===== src/rtl/seq_divider8_pkg.sv =====
`default_nettype none
// ============================================================================
// Module  : seq_divider8_pkg
// Brief   : Shared constants and types for the sequential 8-bit divider.
// Revision: 1.0
// ============================================================================
package seq_divider8_pkg;

    localparam int W    = 8;
    localparam int ITER = 8;

    typedef enum logic {
        IDLE = 1'b0,
        RUN  = 1'b1
    } state_t;

    typedef logic [2:0] cnt_t;

endpackage : seq_divider8_pkg
`default_nettype wire


===== src/rtl/seq_divider8_if.sv =====
`default_nettype none
// ============================================================================
// Module  : seq_divider8_if
// Brief   : Start/done coprocessor handshake and result bus of the divider.
// Revision: 1.0
// ============================================================================
interface seq_divider8_if;

    logic                              start;
    logic [seq_divider8_pkg::W-1:0]    a;
    logic [seq_divider8_pkg::W-1:0]    b;
    logic                              busy;
    logic                              done;
    logic [seq_divider8_pkg::W-1:0]    q;
    logic [seq_divider8_pkg::W-1:0]    r;
    logic                              div_by_zero;

    modport master (
        output start, a, b,
        input  busy, done, q, r, div_by_zero
    );

    modport slave (
        input  start, a, b,
        output busy, done, q, r, div_by_zero
    );

endinterface : seq_divider8_if
`default_nettype wire


===== src/rtl/fulladder8.sv =====
`default_nettype none
// ============================================================================
// Module  : fulladder8
// Brief   : 8-bit adder with carry in and carry out.
// Revision: 1.0
// ============================================================================
module fulladder8 (
    output logic [7:0] sum,
    output logic       cout,
    input  wire  [7:0] a,
    input  wire  [7:0] b,
    input  wire        cin
);

    assign {cout, sum} = {1'b0, a} + {1'b0, b} + {8'd0, cin};

endmodule : fulladder8
`default_nettype wire


===== src/rtl/seq_divider8_step.sv =====
`default_nettype none
// ============================================================================
// Module  : div8_step
// Brief   : One combinational restoring-division iteration on a 9-bit remainder.
// Revision: 1.0
// ============================================================================
module div8_step
    import seq_divider8_pkg::*;
(
    input  wire  [W:0]   i_p,
    input  wire          i_dividend_msb,
    input  wire  [W-1:0] i_b,
    output logic [W:0]   o_p_next,
    output logic         o_qbit
);

    logic [W:0]   w_p_shift;
    logic [W-1:0] w_diff;
    logic         w_ge;
    logic         w_unused_p_msb;

    // The running remainder is always below b, so its 9th bit carries nothing.
    assign w_unused_p_msb = i_p[W];
    assign w_p_shift      = {i_p[W-1:0], i_dividend_msb};

    subtract8 u_sub (
        .a    (w_p_shift[W-1:0]),
        .b    (i_b),
        .diff (w_diff)
    );

    // A set 9th bit means P' >= 256 > b; otherwise the low byte decides.
    assign w_ge = w_p_shift[W] | (w_p_shift[W-1:0] >= i_b);

    always_comb begin
        o_p_next = w_p_shift;
        o_qbit   = 1'b0;
        if (w_ge) begin
            // P' - b < b <= 255, so the difference fits in the low byte.
            o_p_next = {1'b0, w_diff};
            o_qbit   = 1'b1;
        end
    end

endmodule : div8_step
`default_nettype wire


===== src/rtl/shift_left8.sv =====
`default_nettype none
// ============================================================================
// Module  : shift_left8
// Brief   : Logical left shift by one, zero fill.
// Revision: 1.0
// ============================================================================
module shift_left8 (
    input  wire  [7:0] in,
    output logic [7:0] out
);

    // The MSB falls off the end by design.
    logic w_unused_msb;
    assign w_unused_msb = in[7];

    assign out = {in[6:0], 1'b0};

endmodule : shift_left8
`default_nettype wire


===== src/rtl/subtract8.sv =====
`default_nettype none
// ============================================================================
// Module  : subtract8
// Brief   : 8-bit modulo-256 subtractor.
// Revision: 1.0
// ============================================================================
module subtract8 (
    input  wire  [7:0] a,
    input  wire  [7:0] b,
    output logic [7:0] diff
);

    assign diff = a - b;

endmodule : subtract8
`default_nettype wire


===== src/rtl/seq_divider8.sv =====
`default_nettype none
// ============================================================================
// Module  : seq_divider8
// Brief   : Multi-cycle 8-bit unsigned restoring divider, one quotient bit/clock.
// Revision: 1.0
// ============================================================================
module seq_divider8
    import seq_divider8_pkg::*;
(
    input  wire              clk,
    input  wire              rst,
    seq_divider8_if.slave    bus
);

    state_t       r_state;
    state_t       w_state_next;
    logic         w_accept;
    logic         w_last;

    logic [W-1:0] r_dividend;
    logic [W-1:0] r_divisor;
    logic [W:0]   r_p;
    logic [W-1:0] r_quot;
    cnt_t         r_cnt;
    logic         r_done;
    logic [W-1:0] r_q;
    logic [W-1:0] r_r;
    logic         r_dbz;

    logic [W-1:0] w_dividend_shl;
    logic [W:0]   w_p_next;
    logic         w_qbit;
    logic [W-1:0] w_cnt_sum;
    logic         w_cnt_cout;
    logic [W-1:0] w_quot_next;
    logic         w_unused_cnt;

    always_ff @(posedge clk) begin
        if (rst) begin
            r_state <= IDLE;
        end else begin
            r_state <= w_state_next;
        end
    end

    always_comb begin
        w_state_next = r_state;
        w_accept     = 1'b0;
        w_last       = 1'b0;
        case (r_state)
            IDLE: begin
                if (bus.start) begin
                    w_state_next = RUN;
                    w_accept     = 1'b1;
                end
            end
            RUN: begin
                if (r_cnt == cnt_t'(ITER - 1)) begin
                    w_state_next = IDLE;
                    w_last       = 1'b1;
                end
            end
            default: w_state_next = IDLE;
        endcase
    end

    shift_left8 u_shl (
        .in  (r_dividend),
        .out (w_dividend_shl)
    );

    div8_step u_step (
        .i_p            (r_p),
        .i_dividend_msb (r_dividend[W-1]),
        .i_b            (r_divisor),
        .o_p_next       (w_p_next),
        .o_qbit         (w_qbit)
    );

    fulladder8 u_cnt_inc (
        .sum  (w_cnt_sum),
        .cout (w_cnt_cout),
        .a    ({5'd0, r_cnt}),
        .b    (8'd1),
        .cin  (1'b0)
    );

    // The 3-bit counter only needs the low bits of the adder.
    assign w_unused_cnt = w_cnt_cout | (|w_cnt_sum[W-1:3]);
    assign w_quot_next  = {r_quot[W-2:0], w_qbit};

    always_ff @(posedge clk) begin
        if (rst) begin
            r_dividend <= '0;
            r_divisor  <= '0;
            r_p        <= '0;
            r_quot     <= '0;
            r_cnt      <= '0;
            r_done     <= 1'b0;
            r_q        <= '0;
            r_r        <= '0;
            r_dbz      <= 1'b0;
        end else begin
            r_done <= w_last;
            if (w_accept) begin
                r_dividend <= bus.a;
                r_divisor  <= bus.b;
                r_p        <= '0;
                r_quot     <= '0;
                r_cnt      <= '0;
                r_dbz      <= 1'b0;
            end else if (r_state == RUN) begin
                r_dividend <= w_dividend_shl;
                r_p        <= w_p_next;
                r_quot     <= w_quot_next;
                r_cnt      <= w_cnt_sum[2:0];
                // Results update only on the final edge so the old ones stay visible.
                if (w_last) begin
                    r_q   <= w_quot_next;
                    r_r   <= w_p_next[W-1:0];
                    r_dbz <= (r_divisor == '0);
                end
            end
        end
    end

    assign bus.busy        = (r_state == RUN);
    assign bus.done        = r_done;
    assign bus.q           = r_q;
    assign bus.r           = r_r;
    assign bus.div_by_zero = r_dbz;

endmodule : seq_divider8
`default_nettype wire


===== src/flat_wrapper.sv =====
// flat-port wrapper written by rule: the top's interface ports become plain ports
module seq_divider8_flat import seq_divider8_pkg::*;
  (clk, rst, bus_start, bus_a, bus_b, bus_busy, bus_done, bus_q, bus_r, bus_div_by_zero);
  seq_divider8_if bus_i ();
  input  wire clk;
  input  wire rst;
  input wire logic [$bits(bus_i.start)-1:0] bus_start;
  input wire logic [$bits(bus_i.a)-1:0] bus_a;
  input wire logic [$bits(bus_i.b)-1:0] bus_b;
  output wire logic [$bits(bus_i.busy)-1:0] bus_busy;
  output wire logic [$bits(bus_i.done)-1:0] bus_done;
  output wire logic [$bits(bus_i.q)-1:0] bus_q;
  output wire logic [$bits(bus_i.r)-1:0] bus_r;
  output wire logic [$bits(bus_i.div_by_zero)-1:0] bus_div_by_zero;
  assign bus_i.start = bus_start;
  assign bus_i.a = bus_a;
  assign bus_i.b = bus_b;
  assign bus_busy = bus_i.busy;
  assign bus_done = bus_i.done;
  assign bus_q = bus_i.q;
  assign bus_r = bus_i.r;
  assign bus_div_by_zero = bus_i.div_by_zero;
  seq_divider8 u_core (.clk(clk), .rst(rst), .bus(bus_i));
endmodule

===== config.mk =====
export PLATFORM = sky130hd
export DESIGN_NAME = seq_divider8_flat
export DESIGN_NICKNAME = d
export VERILOG_FILES = /design/src/rtl/seq_divider8_pkg.sv /design/src/rtl/seq_divider8_if.sv /design/src/rtl/fulladder8.sv /design/src/rtl/seq_divider8_step.sv /design/src/rtl/shift_left8.sv /design/src/rtl/subtract8.sv /design/src/rtl/seq_divider8.sv /design/src/flat_wrapper.sv
export SDC_FILE = /design/constraint.sdc
export NUM_CORES = 1
export LEC_CHECK = 0
export CORE_UTILIZATION = 54
export DETAILED_ROUTE_END_ITERATION = 10
export GPL_TIMING_DRIVEN = 0
export PLACE_DENSITY = 0.89
export SYNTH_ARGS = -nofsm -noshare
export SYNTH_HDL_FRONTEND = slang
export SYNTH_SLANG_ARGS = --single-unit
export TNS_END_PERCENT = 10

===== constraint.sdc =====
create_clock -name clk -period 2.4 [get_ports clk]
set_clock_uncertainty 0.1 [all_clocks]
set_input_delay 0.48 -clock clk [delete_from_list [all_inputs] [get_ports clk]]
set_output_delay 0.48 -clock clk [all_outputs]
set_load 0.005 [all_outputs]

# Word level (Yosys, flattened, before mapping)
# Cells that the tools add are included.
op_classes:
  addsub: 2
  n_mul: 0
  div_mod_pow: 0
  order_cmp: 1
  n_eq_ne: 1
  n_shift: 0
  muxes: 10
  bitwise_logic: 3
  n_reduce_logical: 5
op_table:
  columns: ["cell", "count"]
  rows:
  - ["$mux W8", 3]
  - ["$ge A8 B8 Y1", 1]
  - ["$logic_not A8 Y1", 1]
  - ["$sub A8 B8 Y8", 1]
  - ["$mux W1", 6]
  - ["$add A3 B1 Y3 const B", 1]
  - ["$eq A3 B3 Y1 const B", 1]
  - ["$reduce_and A3 Y1", 1]
  - ["$not A1 Y1", 2]
  - ["$pmux W1 S2", 1]
  - ["$reduce_and A2 Y1", 1]
  - ["$reduce_bool A2 Y1", 1]
  - ["$reduce_or A2 Y1", 1]
  - ["$or A1 B1 Y1", 1]
totals:
  reg_bits: 53
  latch_bits: 0
  ram_bits: 0
  mem_bits_ro: 0
  inputBits: 19
  word_cells: 32
  n_memories: 0

# Depth between registers and ports, before layout
# Gate-level depths: netlist (run 1).
depth:
  depth_word: 4
  mapped_depth: 9
  mapped_depth_nobuf: 8

# Hierarchy
# A second synthesis (run 1) with hierarchy kept.
hier_totals:
  cells_unflattened: 314
  area_unflattened_um2: 3011.6
by_module_without_submodules:
  columns: ["module", "n_inst", "cells_per_inst", "area_per_inst_um2"]
  rows:
  - ["seq_divider8", 1, 183, 1943.1]
  - ["div8_step", 1, 37, 342.8]
  - ["fulladder8", 1, 42, 331.6]
  - ["subtract8", 1, 43, 330.3]
  - ["shift_left8", 1, 9, 63.8]

# Worst setup path before layout (run 1)
# OpenSTA, ideal clock, no wires.
synth_timing:
  kind: "reg-to-reg"
  startpoint: "reg u_core.r_dividend[7]"
  endpoint: "reg u_core.r_r[5] (netlist: u_core.bus.r[5])"
  setup_ps: 88
  t_arrival_ps: 1997
  required_ps: 2212
  setup_slack_ps: 215
  path_stages_with_launch: 10
  period_less_slack_ps: 2185
  cell_sequence: "dfxtp_1 inv_1 ha_1 fa_1 nand2b_2 a21oi_2 o21ai_2 buf_6 a32o_1 a311oi_2"
synth_between:
  elab_chain_len: 3
  elab_cells_between_ends: 4
  classes_between: "1 x add/sub; 1 x order compare; 1 x mux; 1 x bitwise"
synth_lines:
  columns: ["element", "line_no", "rtl"]
  rows:
  - ["from (decl)", "seq_divider8.sv:20", "logic [W-1:0] r_dividend;"]
  - ["from (signal assigned)", "seq_divider8.sv:106", "r_dividend <= bus.a;"]
  - ["from (signal assigned)", "seq_divider8.sv:113", "r_dividend <= w_dividend_shl;"]
  - ["$ge A8 B8 Y1", "seq_divider8_step.sv:33", "assign w_ge = w_p_shift[W] | (w_p_shift[W-1:0] >= i_b);"]
  - ["$or A1 B1 Y1", "seq_divider8_step.sv:33", null]
  - ["$mux W8 (*)", "seq_divider8_step.sv:38", "if (w_ge) begin"]
  - ["to (signal assigned)", "seq_divider8.sv:120", "r_r <= w_p_next[W-1:0];"]
  - ["to (decl)", "seq_divider8.sv:27", "logic [W-1:0] r_r;"]
# Mark *: on every way between the ends. The rest lies on a longest branch, timed or not.
# A chain may end at the register's enable or synchronous reset.

# Worst setup path after layout (run 1)
# Ends and elaborated chain as after synthesis.

==> impl_metrics.env, run 1 <==
export IMPL_async_flop_share_pct=0
export IMPL_start_util_pct=57.29
export IMPL_violations="DRC"
export IMPL_crit_chain="inv_1 -> ha_1 -> fa_2 -> nand2b_4 -> a21oi_4 -> o21ai_2 -> buf_6 -> a32o_1 -> a311oi_2"
export IMPL_grt_max_degree=17
export IMPL_route_detailed_drc=2
export IMPL_grt_pass1_vias=2212
export IMPL_clock_path_buffers=2
export IMPL_ys_types=43
export IMPL_worstHoldPathType="flop to flop"
export IMPL_r2r_start="u_core.r_dividend[7]$_SDFFE_PP0P_"
export IMPL_synth_edff_count=0
export IMPL_grt_pass1_wl_um=9998
export IMPL_cpMaxStageDelayCell="fa_2"
export IMPL_cpLargestDelayFamily="compound AO/OA/AOI/OAI gates"
export IMPL_setup_tns_final_ps=0
export IMPL_drt_wirelength_per_cell_um=14.54
export IMPL_ys_seq_area_share_pct=41.67
export IMPL_power_density_mw_per_mm2=616.2
export IMPL_r2r_end="u_core.bus.r[5]$_SDFFE_PP0P_"
export IMPL_synthFlopType="dfxtp_1"
export IMPL_arrival_ps=2400
export IMPL_grt_antenna_before_repair=0
export IMPL_core_mm2=0.004444
export IMPL_yosysWarnings=0
export IMPL_m1WireLength_um=2562
export IMPL_synth_seq_cells=53
export IMPL_grt_remaining_overflow=0
export IMPL_portBuffers=37
export IMPL_crit_fanout=10
export IMPL_fillers=363
export IMPL_slew_headroom_pct=61.23
export IMPL_dp_final_hpwl_um=4396
export IMPL_fmax_ghz=0.4410
export IMPL_num_rows=24
export IMPL_synthesis_nets=332
export IMPL_crit_path_end_kind="flop"
export IMPL_clk_transition_reported_paths_ps=90
export IMPL_grt_util_all_layers_pct=25.49
export IMPL_period_needed_ps=2268
export IMPL_cts_tree="built"
export IMPL_fin_ws_ps=132.5
export IMPL_cts_buffers=5
export IMPL_die_x_um=70.67
export IMPL_post_place_ws_ps=-10.54
export IMPL_ir_drop_mv=0.4849
export IMPL_rr_worst_depth=9
export IMPL_worstSetupStartpointType="flop"
export IMPL_syn_avg_cell_area_um2=8.431
export IMPL_htreeDepth=2
export IMPL_drive_above_1_share_pct=7.205
export IMPL_period_share_pct=94.48
export IMPL_startpoint="u_core.r_dividend[7]$_SDFFE_PP0P_"
export IMPL_setup_violations=0
export IMPL_vias_per_cell=5.855
export IMPL_path_class="flop to flop"
export IMPL_utilization_pct=69.76
export IMPL_cp_required_ps=2530
export IMPL_wl_met2_um=2815
export IMPL_drtIter0Drc=99
export IMPL_ff2ff_setup_slack_ps=130
export IMPL_pin_count=38
export IMPL_p_total_mw=1.911
export IMPL_clkSinkCount=53
export IMPL_min_from="u_core.bus.div_by_zero$_SDFFE_PP0P_"
export IMPL_final_nets=376
export IMPL_vias=2336
export IMPL_place_gp_congestion=0.9226
export IMPL_cp_depth=9
export IMPL_syn_to_final_growth_pct=21.77
export IMPL_cts_hold_buf=0
export IMPL_crit_end="u_core.bus.r[5]$_SDFFE_PP0P_"
export IMPL_final_antenna_net_count=0
export IMPL_dieArea_mm2=0.004994
export IMPL_wl_met3_um=228
export IMPL_first_pass_iters=8
export IMPL_clk_latency_ps=310
export IMPL_cts_root_buf="clkbuf_8"
export IMPL_slowest_delay_ps=370
export IMPL_syn_area_mm2=0.002546
export IMPL_die_h_um=70.67
export IMPL_postCtsSetupBuffers=0
export IMPL_worst_path_buf_inv=2
export IMPL_routed_top_layer="met4"
export IMPL_synth_cells=302
export IMPL_status="complete, but fails checks"
export IMPL_cellLeakagePower_nw=1.171
export IMPL_drt_wl_total_um=5801
export IMPL_worstMarginPinSlew_ps=581.5
export IMPL_hold_viol_final=0
export IMPL_slew_viol_final=0
export IMPL_num_antenna_cells=0
export IMPL_drv_cap=0
## final cells by class
cell class                 instances  area, um2  share of cell area [%]
sequential                        53       1062                   34.26
tap                               52      65.06                   2.098
multi-input combinational        220       1385                   44.67
clock buffer                       6      82.58                   2.663
buffer                            19      83.83                   2.704
inverter                          10      37.54                   1.211
clock inverter                     2      13.76                  0.4439
timing repair buffer              37      370.4                   11.95
## synth_stat cells, drive strengths merged, types with 2 or more instances
cell type,n,area [um2]
nor4,2,12.51
a21oi,29,156.4
inv,10,37.54
buf,5,31.28
a211oi,5,37.54
mux2i,18,180.2
nand2,36,137.6
nor2,41,153.9
nor3,6,30.03
clkbuf,14,52.55
a2111oi,2,36.29
nand2b,5,33.78
a211o,5,43.79
ha,10,125.1
and3,2,12.51
o21ai,13,68.82
nor3b,4,30.03
xnor2,2,17.52
a31oi,7,43.79
a311oi,6,58.80
dfxtp,53,1061
nand3,11,55.05
nor2b,3,18.77
## cell families (layout without fill, tap and decap cells)
logic type,Yosys count,after routing,share of synthesized area (%)
simple gates,115,115,20.39
buf+inv,29,74,4.767
flops,53,53,41.67
xor+xnor,3,3,1.032
fa+ha+maj,11,11,5.700
compound gates,73,73,19.36
mux,18,18,7.076
## per-stage QoR
stage / hold WS (ps) / std cells / instance area, um2
after floorplan: 331.2 / 302 / 2546
after global placement: 343.7 / 391 / 2982
after detailed placement: 350.6 / 391 / 2982
after CTS: 362.5 / 399 / 3087
after global routing: 392.5 / 399 / 3100
final: 361.2 / 399 / 3100
## per-layer routing
metal	global-route usage [%]	up-vias
li1	-	1152
met1	32.01	1093
met2	41.86	70
met3	5.271	21
met4	12.89	0
met5	0	-
## how the worst min path moves through the flow
stage / to / slack (ps) / cells after the start
after global routing: u_core.bus.q[7]$_SDFFE_PP0P_ / 390 / 2
final: u_core.bus.div_by_zero$_SDFFE_PP0P_ / 360 / 2
after CTS: u_core.bus.div_by_zero$_SDFFE_PP0P_ / 360 / 2
after global placement: u_core.bus.q[7]$_SDFFE_PP0P_ / 340 / 2
after floorplan: u_core.bus.q[7]$_SDFFE_PP0P_ / 330 / 2
after detailed placement: u_core.bus.q[7]$_SDFFE_PP0P_ / 350 / 2
## layout by cell type (no fill, tap or decap), types with 2 or more instances in the layout
master,count
mux2i_1,18
ha_1,10
and3_1,2
dfxtp_1,52
buf_2,4
o21ai_0,12
nor2_1,41
inv_1,10
a21oi_2,2
nor3b_1,4
nand2b_1,4
a31oi_1,7
clkbuf_1,14
a311oi_1,5
clkbuf_8,6
xnor2_1,2
a211o_1,5
a21oi_1,26
nor4_1,2
nor2b_1,3
nand3_1,11
a211oi_1,4
nor3_1,6
clkdlybuf4s50_1,37
nand2_1,35
## flip-flops by register name, indices dropped and copies added, names as in the netlist
register and cells:
u_core.r_cnt 3, u_core.bus.done 1, u_core.r_p 8, u_core.bus.q 8
u_core.bus.r 8, u_core.bus.busy 1, u_core.bus.div_by_zero 1, u_core.r_dividend 8
u_core.r_divisor 8, u_core.r_quot 7
## power breakdown
| part | internal, mW | switching [mW] | total [mW] | leakage (nW) |
|---|---|---|---|---|
| Combinational | 0.183 | 0.263 | 0.446 | 0.688 |
| Clock | 0.234 | 0.297 | 0.532 | 0.0512 |
| Sequential | 0.909 | 0.0246 | 0.933 | 0.431 |
## worst min-delay path: stages (launching register included)
cell and delay, ps:
dfxtp_1 320, nand2_1 50, a21oi_1 50
## repair_timing
action                                  4_1_cts  5_1_grt
endpoints found under the setup margin        2       10
cloned                                        0        0
pin swaps                                     0        1
resized for setup                             2        4
No activity file was read; power rests on OpenSTA's default activity.
==> run 2: changes to the inputs <==
--- a/config.mk
+++ b/config.mk
@@ -5,10 +5,10 @@
 export SDC_FILE = /design/constraint.sdc
 export NUM_CORES = 1
 export LEC_CHECK = 0
-export CORE_UTILIZATION = 54
+export CORE_UTILIZATION = 50
 export DETAILED_ROUTE_END_ITERATION = 10
 export GPL_TIMING_DRIVEN = 0
-export PLACE_DENSITY = 0.89
+export PLACE_DENSITY = 0.84
 export SYNTH_ARGS = -nofsm -noshare
 export SYNTH_HDL_FRONTEND = slang
 export SYNTH_SLANG_ARGS = --single-unit
==> impl_metrics.env, run 2 (synthesis results as in run 1) <==
export IMPL_status="complete, no violations"
export IMPL_cp_depth=9
export IMPL_grt_max_degree=18
export IMPL_cp_required_ps=2530
export IMPL_drtIter0Drc=130
export IMPL_drv_cap=0
export IMPL_path_class="flop to flop"
export IMPL_pin_count=38
export IMPL_period_needed_ps=2295
export IMPL_final_nets=376
export IMPL_rr_worst_depth=9
export IMPL_period_share_pct=95.61
export IMPL_core_mm2=0.004817
export IMPL_fin_ws_ps=105.5
export IMPL_fmax_ghz=0.4358
export IMPL_crit_fanout=10
export IMPL_drt_wirelength_per_cell_um=14.63
export IMPL_grt_pass1_vias=2179
export IMPL_cellLeakagePower_nw=1.178
export IMPL_r2r_start="u_core.r_dividend[7]$_SDFFE_PP0P_"
export IMPL_syn_to_final_growth_pct=23.24
export IMPL_ff2ff_setup_slack_ps=110
export IMPL_dieArea_mm2=0.005382
export IMPL_route_detailed_drc=0
export IMPL_hold_viol_final=0
export IMPL_worstHoldPathType="flop to flop"
export IMPL_crit_end="u_core.bus.r[5]$_SDFFE_PP0P_"
export IMPL_die_h_um=73.36
export IMPL_fillers=423
export IMPL_start_util_pct=52.86
export IMPL_p_seq_share_pct=46.7
export IMPL_grt_util_all_layers_pct=24.04
export IMPL_min_from="u_core.bus.q[3]$_SDFFE_PP0P_"
export IMPL_portBuffers=37
export IMPL_crit_path_end_kind="flop"
export IMPL_worstMarginPinSlew_ps=604.4
export IMPL_slew_headroom_pct=59.71
export IMPL_final_antenna_net_count=0
export IMPL_num_rows=25
export IMPL_post_place_ws_ps=6.361
export IMPL_crit_chain="inv_1 -> ha_1 -> fa_2 -> nand2b_4 -> a21oi_4 -> o21ai_2 -> buf_6 -> a32o_1 -> a311oi_2"
export IMPL_r2r_end="u_core.bus.r[5]$_SDFFE_PP0P_"
export IMPL_final_common_cell="dfxtp_1"
export IMPL_p_int_mw=1.404
export IMPL_pwr_share_comb_pct=22.4
export IMPL_cts_tree="built"
export IMPL_holdPathStages=2
export IMPL_vias=2334
export IMPL_ir_drop_mv=0.3343
export IMPL_rsz0062_at_grt="no"
export IMPL_worst_path_buf_inv=2
export IMPL_slew_viol_final=0
export IMPL_drive_above_1_share_pct=7.205
export IMPL_p_sw_uw=593.7
export IMPL_num_antenna_cells=0
export IMPL_worstSetupStartpointType="flop"
export IMPL_power_density_mw_per_mm2=636.6
export IMPL_postCtsSetupBuffers=0
export IMPL_final_cell_mix="dfxtp_1, nor2_1, clkdlybuf4s50_1, nand2_1, a21oi_1"
export IMPL_clock_path_buffers=2
export IMPL_cpLargestDelayFamily="compound AO/OA/AOI/OAI gates"
export IMPL_cpMaxStageDelayCell="fa_2"
export IMPL_grt_pass1_wl_um=9963
export IMPL_sw_frac_of_total_pct=29.72
export IMPL_place_gp_congestion=0.8483
export IMPL_startpoint="u_core.r_dividend[7]$_SDFFE_PP0P_"
export IMPL_arrival_ps=2430
export IMPL_drt_wl_total_um=6056
export IMPL_setup_violations=0
export IMPL_first_pass_iters=4
export IMPL_grt_antenna_before_repair=0
export IMPL_htreeDepth=2
export IMPL_setup_tns_final_ps=0
export IMPL_slowest_delay_ps=370
export IMPL_die_x_um=73.36
export IMPL_clk_latency_ps=310
export IMPL_cts_root_buf="clkbuf_8"
export IMPL_vias_per_cell=5.638
export IMPL_grt_remaining_overflow=0
export IMPL_clk_transition_reported_paths_ps=100
export IMPL_dp_final_hpwl_um=4576
export IMPL_pwr_share_clk_pct=30.9
export IMPL_clkSinkCount=53
export IMPL_cts_buffers=5
==> run 2: worst min path at each step <==
| stage | end | slack (ps) |
|---|---|---|
| after floorplan | u_core.bus.q[7]$_SDFFE_PP0P_ | 330 |
| after global placement | u_core.bus.q[7]$_SDFFE_PP0P_ | 350 |
| after detailed placement | u_core.bus.q[1]$_SDFFE_PP0P_ | 350 |
| after CTS | u_core.bus.q[1]$_SDFFE_PP0P_ | 360 |
| after global routing | u_core.bus.q[3]$_SDFFE_PP0P_ | 380 |
| final | u_core.bus.q[3]$_SDFFE_PP0P_ | 360 |
==> run 2: worst register-to-register path: stages (launching register included) <==
cell,delay [ps]
dfxtp_2,350
inv_1,70
ha_1,230
fa_2,370
nand2b_4,170
a21oi_4,190
o21ai_2,120
buf_6,160
a32o_1,240
a311oi_2,230
==> run 2: cell type report <==
class / count / area (um2) / share of cell area [%]
Clock buffer: 5 / 68.82 / 2.193
Timing Repair Buffer: 37 / 370.4 / 11.80
Buffer: 19 / 83.83 / 2.671
Multi-Input combinational cell: 220 / 1388 / 44.22
Tap cell: 67 / 83.83 / 2.671
Clock inverter: 3 / 43.79 / 1.396
Sequential cell: 53 / 1062 / 33.85
Inverter: 10 / 37.54 / 1.196
==> run 2: metrics by stage <==
stage / hold WS [ps] / utilization, % / total power, mW / std cells / instance area [um2]
after floorplan: 331.2 / - / 1.261 / 302 / 2546
after global placement: 346.6 / 62.29 / 1.370 / 406 / 3000
after detailed placement: 345.8 / 62.29 / 1.380 / 406 / 3000
after CTS: 360.0 / 64.78 / 1.989 / 414 / 3120
after global routing: 383.1 / 65.14 / 2.087 / 414 / 3138
final: 362.3 / 65.14 / 1.998 / 414 / 3138
==> run 2: power by group through the flow <==
stage	sequential, mW	clock, mW	combinational (mW)
after floorplan	0.944	0	0.317
after global placement	0.951	0	0.418
after detailed placement	0.953	0	0.427
after CTS	0.933	0.623	0.433
after global routing	0.937	0.663	0.487
final	0.933	0.617	0.447
==> run 2: repair_timing <==
action,4_1_cts,5_1_grt
endpoints found under the hold margin,0,0
gates cloned,0,0
hold buffers,0,0
gates resized for setup,1,6
endpoints found under the setup margin,4,14
pin swaps,0,1
==> run 2: metal layers <==
metal  global-route usage, %  routed length, um  part of all wire [%]  up-vias
li1                        -                  -                     -     1156
met1                   30.15               2635                    44     1111
met2                   42.59               3068                    51       56
met3                   4.115                264                   4.4       11
met4                   6.410                 87                   1.4        0
met5                       0                  0                     0        -
